`src/rtl/uart_pkg.sv`:
```
// uart_pkg: shared UART types, frame constants and bit-period helper
package uart_pkg;
  localparam int DATA_BITS = 8;
  typedef enum logic [2:0] {IDLE, START, DATA, PARITY, STOP} uart_tx_state_t;
  function automatic int bit_period(input int fclk, input int baud);
    return fclk / baud;
  endfunction
endpackage

```
`src/rtl/uart_baud_cnt.sv`:
```
// uart_baud_cnt: bit-width counter that loads FCLK/BAUD-1, counts down to zero and holds
module uart_baud_cnt
  import uart_pkg::*;
#(
  parameter int FCLK = 100000000,
  parameter int BAUD = 115200
) (
  input  logic clk,
  input  logic rst,
  input  logic load,
  output logic zero
);
  localparam int P = bit_period(FCLK, BAUD);
  localparam int W = P < 2 ? 1 : $clog2(P);
  if (P < 2) begin : g_bad_period
    $error("uart_baud_cnt: FCLK/BAUD must be at least 2");
  end
  logic [W-1:0] cnt;
  assign zero = cnt == '0;
  // reload on reset or request, otherwise count down and park at zero
  always_ff @(posedge clk) cnt <= rst || load ? W'(P - 1) : zero ? cnt : cnt - W'(1);
endmodule

```
`src/rtl/uart_tx.sv`:
```
// uart_tx: 8N1 UART transmitter, valid/ready byte in, LSB-first serial out; define UART_TX_PARITY_EN to add an even-parity bit
module uart_tx
  import uart_pkg::*;
#(
  parameter int FCLK = 100000000,
  parameter int BAUD = 115200
) (
  input  logic       clk,
  input  logic       rst,
  input  logic [7:0] tx_data,
  input  logic       tx_valid,
  output logic       tx_ready,
  output logic       tx,
  output logic       idle
);
  uart_tx_state_t state, state_d;
  logic [DATA_BITS-1:0] shift;
  logic [2:0] bit_cnt;
  logic zero, load, accept, last, tx_d;
  assign tx_ready = state == IDLE;
  assign idle = tx_ready;
  assign accept = tx_valid & tx_ready;
  assign last = bit_cnt == 3'(DATA_BITS - 1);
  assign load = tx_ready ? accept : zero;
  uart_baud_cnt #(.FCLK(FCLK), .BAUD(BAUD)) u_baud (.clk(clk), .rst(rst), .load(load), .zero(zero));
`ifdef UART_TX_PARITY_EN
  logic par;
  // even parity of the accepted byte
  always_ff @(posedge clk) par <= rst ? 1'b0 : accept ? ^tx_data : par;
`endif
  // state register
  always_ff @(posedge clk) state <= rst ? IDLE : state_d;
  // line flop, shift register and data-bit counter
  always_ff @(posedge clk)
    if (rst) begin
      tx <= 1'b1;
      shift <= '0;
      bit_cnt <= '0;
    end else begin
      tx <= tx_d;
      if (accept) begin
        shift <= tx_data;
        bit_cnt <= '0;
      end else if (state == DATA && zero && !last) begin
        shift <= shift >> 1;
        bit_cnt <= bit_cnt + 3'd1;
      end
    end
  // next state: each non-idle state advances when the bit period expires
  always_comb begin
    state_d = IDLE;
    case (state)
      IDLE:    state_d = accept ? START : IDLE;
      START:   state_d = zero ? DATA : START;
`ifdef UART_TX_PARITY_EN
      DATA:    state_d = zero && last ? PARITY : DATA;
      PARITY:  state_d = zero ? STOP : PARITY;
`else
      DATA:    state_d = zero && last ? STOP : DATA;
`endif
      STOP:    state_d = zero ? IDLE : STOP;
      default: state_d = IDLE;
    endcase
  end
  // next line level, registered so tx comes from a single flop
  always_comb begin
    tx_d = 1'b1;
    case (state)
      IDLE:    tx_d = !accept;
      START:   tx_d = zero ? shift[0] : 1'b0;
`ifdef UART_TX_PARITY_EN
      DATA:    tx_d = !zero ? shift[0] : last ? par : shift[1];
      PARITY:  tx_d = zero | par;
`else
      DATA:    tx_d = !zero ? shift[0] : last | shift[1];
`endif
      default: tx_d = 1'b1;
    endcase
  end
endmodule

```
`config.mk`:
```
export PLATFORM = sky130hd
export DESIGN_NAME = uart_tx
export DESIGN_NICKNAME = d
export VERILOG_FILES = /design/src/rtl/uart_pkg.sv /design/src/rtl/uart_baud_cnt.sv /design/src/rtl/uart_tx.sv
export SDC_FILE = /design/constraint.sdc
export NUM_CORES = 1
export LEC_CHECK = 0
export BUFFER_PORTS_ARGS = -buffer_cell sky130_fd_sc_hd__buf_2
export CAP_MARGIN = 10
export CORE_MARGIN = 2
export CORE_UTILIZATION = 30
export CTS_BUF_LIST = sky130_fd_sc_hd__clkbuf_8
export CTS_CLUSTER_SIZE = 20
export DETAILED_ROUTE_END_ITERATION = 6
export GPL_ROUTABILITY_DRIVEN = 0
export PLACE_DENSITY = 0.55
export SYNTH_ARGS = -nofsm -noshare
export SYNTH_HDL_FRONTEND = slang
export SYNTH_SLANG_ARGS = --single-unit
```
`constraint.sdc`:
```
create_clock -name clk -period 2.1 [get_ports clk]
set_clock_uncertainty 0.15 [all_clocks]
set_input_delay 0 -clock clk [delete_from_list [all_inputs] [get_ports clk]]
set_output_delay 0 -clock clk [all_outputs]
set_load 0.03 [all_outputs]
```
# After elaboration in Yosys (flattened, before gate mapping)

Index checks and enable logic that the tools add are counted.

Add/sub/neg operators: 2
$mul: 0
Div/mod/pow operators: 0
Magnitude comparators: 0
Eq/ne operators: 4
Shift-type cells: 0
Muxes and demuxes: 11
Bitwise logic cells: 2
Reduce and logical (&&, ||, !) cells: 10

Operators by type and width:

| cell                                                | count |
|---|---|
| 2-to-1 mux 8 bit                                    | 2 |
| one-hot mux 3 bit (4 select lines)                  | 1 |
| zero test 10 bit                                    | 1 |
| subtractor 10 x 1 -> 10 bit (second input constant) | 1 |
| == test 3 bit (second input constant)               | 2 |
| 2-to-1 mux 3 bit                                    | 2 |
| 2-to-1 mux 1 bit                                    | 4 |
| adder 3 x 1 -> 3 bit (second input constant)        | 1 |
| == test 3 x 1 -> 1 bit (second input constant)      | 1 |
| == test 3 x 2 -> 1 bit (second input constant)      | 1 |
| logical AND 1 bit                                   | 3 |
| zero test 3 bit                                     | 1 |
| one-hot mux 1 bit (3 select lines)                  | 1 |
| zero test 1 bit                                     | 2 |
| 2-to-1 mux 2 bit                                    | 1 |
| nonzero test 2 bit                                  | 1 |
| OR reduction 2 bit                                  | 1 |
| bitwise AND 1 bit                                   | 1 |
| logical OR 1 bit                                    | 1 |
| OR 1 bit                                            | 1 |

Register bits: 25
Bits in latches: 0
Bits in writable memories: 0
Bits in read-only memories: 0
Input bits: 11
Output and inout port bits: 3
Word-level logic and storage cells: 34
Memories kept: 0

# Depth between registers and ports, before layout

Gate-level depths: netlist of the first run.

Word-level depth: 5
Gate-level depth with buffers: 7
Gate-level depth less buffers: 6

# Modules after synthesis

Synthesis of the first run repeated with hierarchy kept, for this count alone.

Cell total of the unflattened synthesis: 146
Area total of the unflattened synthesis: 1,290.0 um^2

By module, submodules not included:

| module        | instances | cells each | area an instance (um^2) | seq. area each (um^2) |
|---|---|---|---|---|
| uart_tx       | 1         | 87         | 774.5                   | 300.3 |
| uart_baud_cnt | 1         | 59         | 515.5                   | 200.2 |

# Least setup slack after synthesis of the first run

Ideal clock, no wire load.

Path kind: flip-flop to flip-flop
Start: register state[0]
End: register shift[7]
Setup time: 0.132 ns
Data arrival time: 1.959 ns
Data required time: 1.818 ns
Path slack: -0.141 ns
Cell stages (with the launch flop): 6
Path buffers: 1
Clock period less this slack: 2.241 ns
Path through: dfxtp_1 -> buf_2 -> nor3_1 -> nand2_1 -> nand3_1 -> a21oi_1

Elaborated cells between the ends (all ways): 7
Those cells by class: eq/ne (1); mux (1); bitwise (1); reduce/logical (4)

RTL lines:

| element                                                       | line          | RTL |
|---|---|---|
| from (decl)                                                   | uart_tx.sv:16 | `uart_tx_state_t state, state_d;` |
| from (signal assigned)                                        | uart_tx.sv:32 | `always_ff @(posedge clk) state <= rst ? IDLE : state_d;` |
| zero test 3 bit *                                             | uart_tx.sv:20 | `assign tx_ready = state == IDLE;` |
| named net idle                                                | uart_tx.sv:14 | `output logic idle` |
| bitwise AND 1 bit *                                           | uart_tx.sv:22 | `assign accept = tx_valid & tx_ready;` |
| 2-to-1 mux 8 bit / nonzero test 2 bit (equally long branches) | -             |  |
| to (signal assigned)                                          | uart_tx.sv:42 | `shift <= tx_data;` |
| to (signal assigned)                                          | uart_tx.sv:45 | `shift <= shift >> 1;` |
| to (decl)                                                     | uart_tx.sv:17 | `logic [DATA_BITS-1:0] shift;` |

Mark *: on every way through the listed nets, which the timed path passes. The rest lies on a longest branch.
A chain may end at the register's enable or synchronous reset.

# Worst setup path in the final report of the first run

Start: register u_baud.cnt[0]
End: register state[1]

Word-level cells in the longest chain between the ends: 4
Elaborated cells between the ends (all ways): 5
Those cells by class: mux (3); reduce/logical (2)

RTL lines:

| element                              | line                | RTL |
|---|---|---|
| from (decl)                          | uart_baud_cnt.sv:18 | `logic [W-1:0] cnt;` |
| from (signal assigned)               | uart_baud_cnt.sv:21 | `always_ff @(posedge clk) cnt <= rst \|\| load ? W'(P - 1) : zero ? cnt : cnt - W'(1);` |
| zero test 10 bit *                   | uart_baud_cnt.sv:19 | `assign zero = cnt == '0;` |
| logical AND 1 bit                    | uart_tx.sv:59       | `DATA: state_d = zero && last ? STOP : DATA;` |
| 2-to-1 mux 3 bit                     | uart_tx.sv:59       |  |
| one-hot mux 3 bit (4 select lines) * | uart_tx.sv:52       | `case (state)` |

Mark *: on every way between the ends. The rest lies on a longest branch, timed or not.

==> reports/summary.md, run 1 <==
### Yosys
- commonest register cell after synthesis: dfxtp_1
- post-synthesis cell type with the largest combined area: dfxtp_1
- synthesized-area fraction occupied by ao, oa, aoi and oai cells: 11.5%
- syn_area_per_cell: 8.62 µm²
- xor/xnor share of the synthesized area: 1.40%
- post-synthesis share of cell area spent on full adders, half adders and majority gates: 3.00%
- post-synthesis net count: 159
- list of most frequent post-synthesis cells: dfxtp_1 (25), nor3_1 (22), nor2_1 (14)
- sequential share of the synthesized area: 40.0%
- synthesized area: 1250 µm²
- most area-consuming cells after synthesis: dfxtp_1 (40%), nor3_1 (8.8%), nor2_1 (4.2%)
- synthesized flop and latch total: 25
- Yosys warning count: 0
- multiplexer area fraction after synthesis: 1.60%
- cell count after synthesis: 145
- main combinational cell family by area after synthesis: simple AND/OR/NAND/NOR gates
- library cell with the highest instance count after synthesis: dfxtp_1
- Synth top area share: 40.0%
- share of async-settable or async-resettable flops after synthesis: 0%
- Post-synth EDFFs: 0
- post-synth cell types: 41
- area share of and/or/nand/nor cells after synthesis: 38.5%

### Timing
- f_max: 0.501 GHz
- hold_ws: 0.318 ns
- shortest period the worst path allows: 2.00 ns
- accumulated negative setup slack: 0 ns
- relative slew slack: 72.3%
- Final Setup Violations: 0
- final clock period utilization by the worst path: 95.1%
- final count of hold timing violations: 0
- final-report max-slew violation count: 0
- worst-margin pin slew: 0.412 ns
- Worst Setup Slack, final: 0.102 ns

### Worst setup path
- Critical Path Source Type: flop
- Arr. time, crit path: 2.02 ns
- critical path peak fanout: 7
- top cell family by delay on the critical path: simple AND/OR/NAND/NOR gates
- worst endpoint required time: 2.12 ns
- slowest CP cell: or4b_4
- cells traversed along the worst timing path: inv_1, ha_2, or4b_4, nor3_4, buf_4, a21oi_1, a31o_1
- Worst Path Class, Setup: flop to flop
- CP Capture Type: flop
- maximum single-stage delay on the critical path: 0.52 ns
- number of buffer and inverter stages on the critical path: 2

### Finish
- Syn-to-layout area delta: 29.0%
- fraction of layout instances using a drive strength above 1: 24.6%
- total inserted antenna cells: 0
- number of nets at the end of the flow: 194
- final core utilization: 40.3%

### Floorplanning
- top-level I/O count: 14
- standard-cell row count: 23
- area of the core: 4000 µm²
- die width: 68.6 µm
- Initial Util: 31.2%
- vertical die dimension: 68.6 µm
- Die Outline Area: 4700 µm²

### Power and ir drop
- power per standard cell area: 558 nW/µm²
- worst vdd ir: 461 µV
- Leakage Power: 0.611 nW
- overall power consumption: 0.901 mW

### GRT
- number of global-route vias before repair: 1085
- antenna violations before repair: 0
- final global-route overflow total: 0
- pin count of the biggest net entering global routing: 19
- first-pass GRT wire length: 4.68 mm
- total global routing track utilization: 13.3%

### Drt
- ratio of routed vias to standard cells: 5.05
- Max Used Layer: met4
- Iteration-0 DRC Markers: 34
- met3 WL: 115 µm
- post-route DRC violation count: 0
- Routed wire per std cell: 12.5 µm
- length of the first detailed-routing pass in iterations: 5
- final WL: 2.87 mm
- number of vias in the routed layout: 1157
- DR WL met2: 1.38 mm
- number of nets still failing antenna checks after routing: 0
- routed length on met1: 1.36 mm

### Placed design
- # port buffers: 13
- dpl ws: -0.0115 ns
- HPWL Detailed: 2.04 mm

### Clock network
- CTS buffer count: 3
- maximum number of buffers from clock root to sink: 2
- clock latency of the later-clocked register in the worst-skew pair: 0.27 ns
- TritonCTS clock tree: built
- clock sink total: 25
- clock root buffer: clkbuf_8
- register clock-pin slew on the reported worst setup and hold paths: 0.09 ns
- number of levels the H-tree was split into: 1

### Job
- MaxCap Viol Count: 0

### Hold path
- Tightest Hold Check Type: flop to flop

### Outcome
- status: completed

-- kinds of logic (layout without fill, tap and decap cells) --
kind of cell	Yosys count	in the layout
AND/OR/NAND/NOR	81	81
flip-flops	25	25
AO/OA/AOI/OAI	23	23
buffers and inverters	9	43
adder cells (fa/ha/maj)	3	3
XOR/XNOR	2	2
multiplexers	2	2
-- metal layers --
layer | vias up | track usage [%]
met1 | 526 | 15.9
li1 | 612 | -
met2 | 17 | 23.4
met5 | - | 0
met4 | 0 | 2.25
met3 | 2 | 4.06
-- stage by stage --
stage / area (µm²) / std cells
2_1_floorplan: 1250 / 145
3_3_place_gp: 1430 / 213
4_1_cts: 1580 / 227
3_5_place_dp: 1430 / 213
5_1_grt: 1610 / 229
6_report: 1610 / 229
-- state kept, by name, summed over array words and instances, names as in the netlist --
signal and count:
tx 1, shift 8, state 3, u_baud.cnt 10
bit_cnt 3
-- final cells by class --
| class | instances | area (µm²) |
|---|---|---|
| clock buffers | 3 | 41.3 |
| clock inverters | 1 | 5.00 |
| fillers | 404 | 2390 |
| inverters | 3 | 11.3 |
| multi-input cells | 111 | 726 |
| flip-flops and latches | 25 | 500 |
| well taps | 50 | 62.6 |
| repair buffers | 36 | 267 |
-- worst paths after layout --
check	from	to	slack [ns]	cells past startpoint
worst max-delay path	u_baud.cnt[0]	state[1]	0.10	7
worst min register to register	shift[7]	shift[7]	0.32	2
worst min-delay path	shift[7]	shift[7]	0.32	2
worst max register to register	u_baud.cnt[0]	state[1]	0.10	7
-- tightest hold or removal path, delay by kind of cell (launching register included) --
family          cells  cell delay (ns)
compound gates      1             0.05
simple gates        1             0.06
flops               1             0.32
-- placed cells by master (no fill, tap or decap), types with 3 or more instances in the layout --
cell type	count
clkbuf_8	3
nand2_1	10
buf_2	13
o21ai_0	6
dfxtp_1	25
or3_2	3
buf_4	11
nor2_1	14
a21oi_1	8
dlygate4sd3_1	10
inv_1	3
nor3_1	21
nor4_1	8
nand3_1	6
-- report_power, final --
part	internal, mW	switching [mW]	total [mW]
Clock	0.133	0.149	0.281
Combinational	0.0528	0.0600	0.113
Sequential	0.492	0.0142	0.506
-- repair_timing --
| item | in CTS | in global routing |
|---|---|---|
| setup endpoints to repair | 8 | 11 |
| gates resized for setup | 1 | 5 |
| cloned | 0 | 1 |
| setup buffers | 0 | 1 |
| pin swaps | 1 | 7 |
| hold endpoints to repair | 12 | 0 |
| hold buffers | 10 | 0 |
(Power assumes the default switching activity.)
==> inputs of run 2 (changes only) <==
--- a/config.mk
+++ b/config.mk
@@ -5,15 +5,15 @@
 export SDC_FILE = /design/constraint.sdc
 export NUM_CORES = 1
 export LEC_CHECK = 0
-export BUFFER_PORTS_ARGS = -buffer_cell sky130_fd_sc_hd__buf_2
 export CAP_MARGIN = 10
 export CORE_MARGIN = 2
 export CORE_UTILIZATION = 30
 export CTS_BUF_LIST = sky130_fd_sc_hd__clkbuf_8
 export CTS_CLUSTER_SIZE = 20
 export DETAILED_ROUTE_END_ITERATION = 6
+export DONT_BUFFER_PORTS = 1
 export GPL_ROUTABILITY_DRIVEN = 0
-export PLACE_DENSITY = 0.55
+export PLACE_DENSITY = 0.53
 export SYNTH_ARGS = -nofsm -noshare
 export SYNTH_HDL_FRONTEND = slang
 export SYNTH_SLANG_ARGS = --single-unit
==> reports/summary.md, run 2 (synthesized netlist as in run 1, its figures left out) <==
### Drt
- number of vias in the routed layout: 1128, -2.5%
- Routed wire per std cell: 13.5 µm, +7.7%
- Iteration-0 DRC Markers: 45, +32%
- ratio of routed vias to standard cells: 5.27, +4.3%
- final WL: 2.89 mm, +0.66%
- length of the first detailed-routing pass in iterations: 4, -1
- number of nets still failing antenna checks after routing: 0, unchanged
- post-route DRC violation count: 0, unchanged

### Placed design
- HPWL Detailed: 2.01 mm, -1.3%
- total cell area at the placement stage: 1360 µm², -5.1%
- # port buffers: 0, -13

### Clock network
- clock latency of the later-clocked register in the worst-skew pair: 0.27 ns, about the same
- clock root buffer: clkbuf_8
- number of levels the H-tree was split into: 1, unchanged
- TritonCTS clock tree: built
- register clock-pin slew on the reported worst setup and hold paths: 0.08 ns, about the same
- maximum number of buffers from clock root to sink: 2, unchanged
- CTS buffer count: 3, unchanged
- clock sink total: 25, unchanged

### Worst setup path
- CP Capture Type: flop
- slowest CP cell: dfxtp_1
- worst endpoint required time: 2.13 ns, about the same
- Arr. time, crit path: 2.03 ns, about the same
- critical path peak fanout: 10, +3
- cells traversed along the worst timing path: ha_1, ha_1, nor4b_2, and4_1, buf_4, nor3_1, nor4_1
- maximum single-stage delay on the critical path: 0.34 ns, -0.18 ns
- Critical Path Source Type: flop
- Worst Path Class, Setup: flop to flop
- cell mode on critical path: ha_1

### Floorplanning
- standard-cell row count: 23, unchanged
- die width: 68.6 µm, unchanged
- vertical die dimension: 68.6 µm, unchanged
- top-level I/O count: 14, unchanged
- area of the core: 4000 µm², unchanged
- Die Outline Area: 4700 µm², unchanged
- Initial Util: 31.2%, unchanged

### Power and ir drop
- worst vdd ir: 329 µV, -29%
- Leakage Power: 0.549 nW, -10%
- power per standard cell area: 591 nW/µm², +5.9%

### Finish
- most frequent standard cell in the layout excluding fill and tap cells: dfxtp_1
- Filler Cells Inserted: 399, -1.2%
- total inserted antenna cells: 0, unchanged
- number of nets at the end of the flow: 179, -7.7%
- fraction of layout instances using a drive strength above 1: 17.7%, -6.9 points
- Syn-to-layout area delta: 22.2%
- finished layout cell area: 1530 µm², -5.3%
- area of the multi-input gates: 724 µm², -0.17%
- flip-flop count of the largest register after layout: 10, unchanged
- top flop regs: u_baud.cnt: 10 flops, shift: 8 flops
- combined flip-flop and latch cell area: 500 µm², unchanged
- register bank with the most flops: u_baud.cnt
- commonest cells after routing, fill and taps aside: dfxtp_1 (25), nor3_1 (21), nor2_1 (14)
- final core utilization: 38.2%, -2.1 points

### GRT
- first-pass GRT wire length: 4.95 mm, +5.8%
- antenna violations before repair: 0, unchanged
- final global-route overflow total: 0, unchanged
- total global routing track utilization: 14.1%, +0.86 points
- pin count of the biggest net entering global routing: 19, unchanged
- number of global-route vias before repair: 1085, unchanged

### Timing
- hold_ws: 0.0736 ns, -0.245 ns
- f_max: 0.500 GHz, -0.18%
- final clock period utilization by the worst path: 95.3%, +0.17 points
- relative slew slack: 61.8%, -11 points
- worst-margin pin slew: 0.572 ns, +0.159 ns
- accumulated negative setup slack: 0 ns, unchanged
- final-report max-slew violation count: 0, unchanged
- Final Setup Violations: 0, unchanged
- shortest period the worst path allows: 2.00 ns, +0.00355 ns
- final count of hold timing violations: 0, unchanged
- unrepaired setup endpoints after global routing: false

### Hold path
- Tightest Hold Check Type: primary input to flop

### Outcome
- status: completed

### Job
- MaxCap Viol Count: 0, unchanged

-- run 2: cell count changes in the layout (fill, tap and decap cells not counted) --
cell	before	now
and4_4	1	0
nor4b_4	2	1
inv_2	0	1
buf_2	13	0
ha_2	1	0
ha_4	0	1
clkbuf_4	1	0
inv_1	3	2
nor4b_2	1	2
buf_6	1	0
and4_1	0	1
-- run 2: routing by layer --
layer	global-route usage (%)	vias to the layer above	wire length (µm)
met1	17.0	523	1340
met5	0	-	0
met2	23.6	23	1350
li1	-	578	-
met3	4.55	4	162
met4	4.75	0	34
-- run 2: critical path, delay by kind of cell, from the launching register on --
kind	cells	cell delay, ns
AND/OR/NAND/NOR	4	0.83
adder cells (fa/ha/maj)	2	0.41
flip-flops	1	0.34
buffers and inverters	1	0.18
-- run 2: path summary, 6_finish.rpt --
kind                            cells past startpoint       start        to  slack (ns)
worst max register to register                      7  bit_cnt[0]  shift[5]         0.1
worst max-delay path                                7  bit_cnt[0]  shift[5]         0.1
worst min register to register                      2    shift[7]  shift[7]        0.32
worst min-delay path                                4    tx_valid  shift[7]        0.07
-- run 2: power breakdown --
| group | switching [mW] | internal [mW] | leakage (nW) |
|---|---|---|---|
| Clock | 0.156 | 0.133 | 0.0255 |
| Sequential | 0.0174 | 0.492 | 0.204 |
| Combinational | 0.0565 | 0.0480 | 0.319 |
-- run 2: what timing repair did --
action	in CTS	in global routing
pin swaps	1	4
resized for setup	1	3
endpoints found under the setup margin	2	23
endpoints found under the hold margin	25	0
buffers inserted	0	1
hold buffers	10	0
-- run 2: final cells by class --
| cell class | count | share of cell area [%] |
|---|---|---|
| repair buffers | 21 | 12.0 |
| well taps | 50 | 4.09 |
| clock buffers | 3 | 2.70 |
| inverters | 3 | 0.737 |
| multi-input cells | 111 | 47.4 |
| clock inverters | 1 | 0.328 |
| flip-flops and latches | 25 | 32.8 |
-- run 2: through the flow --
stage	cells	power [mW]	setup slack (ns)
4_1_cts	213	0.912	0.0342
5_1_grt	214	0.950	0.0109
3_3_place_gp	199	0.600	0.0457
3_5_place_dp	199	0.602	-0.00552
6_report	214	0.904	0.0986
2_1_floorplan	145	0.583	0.167
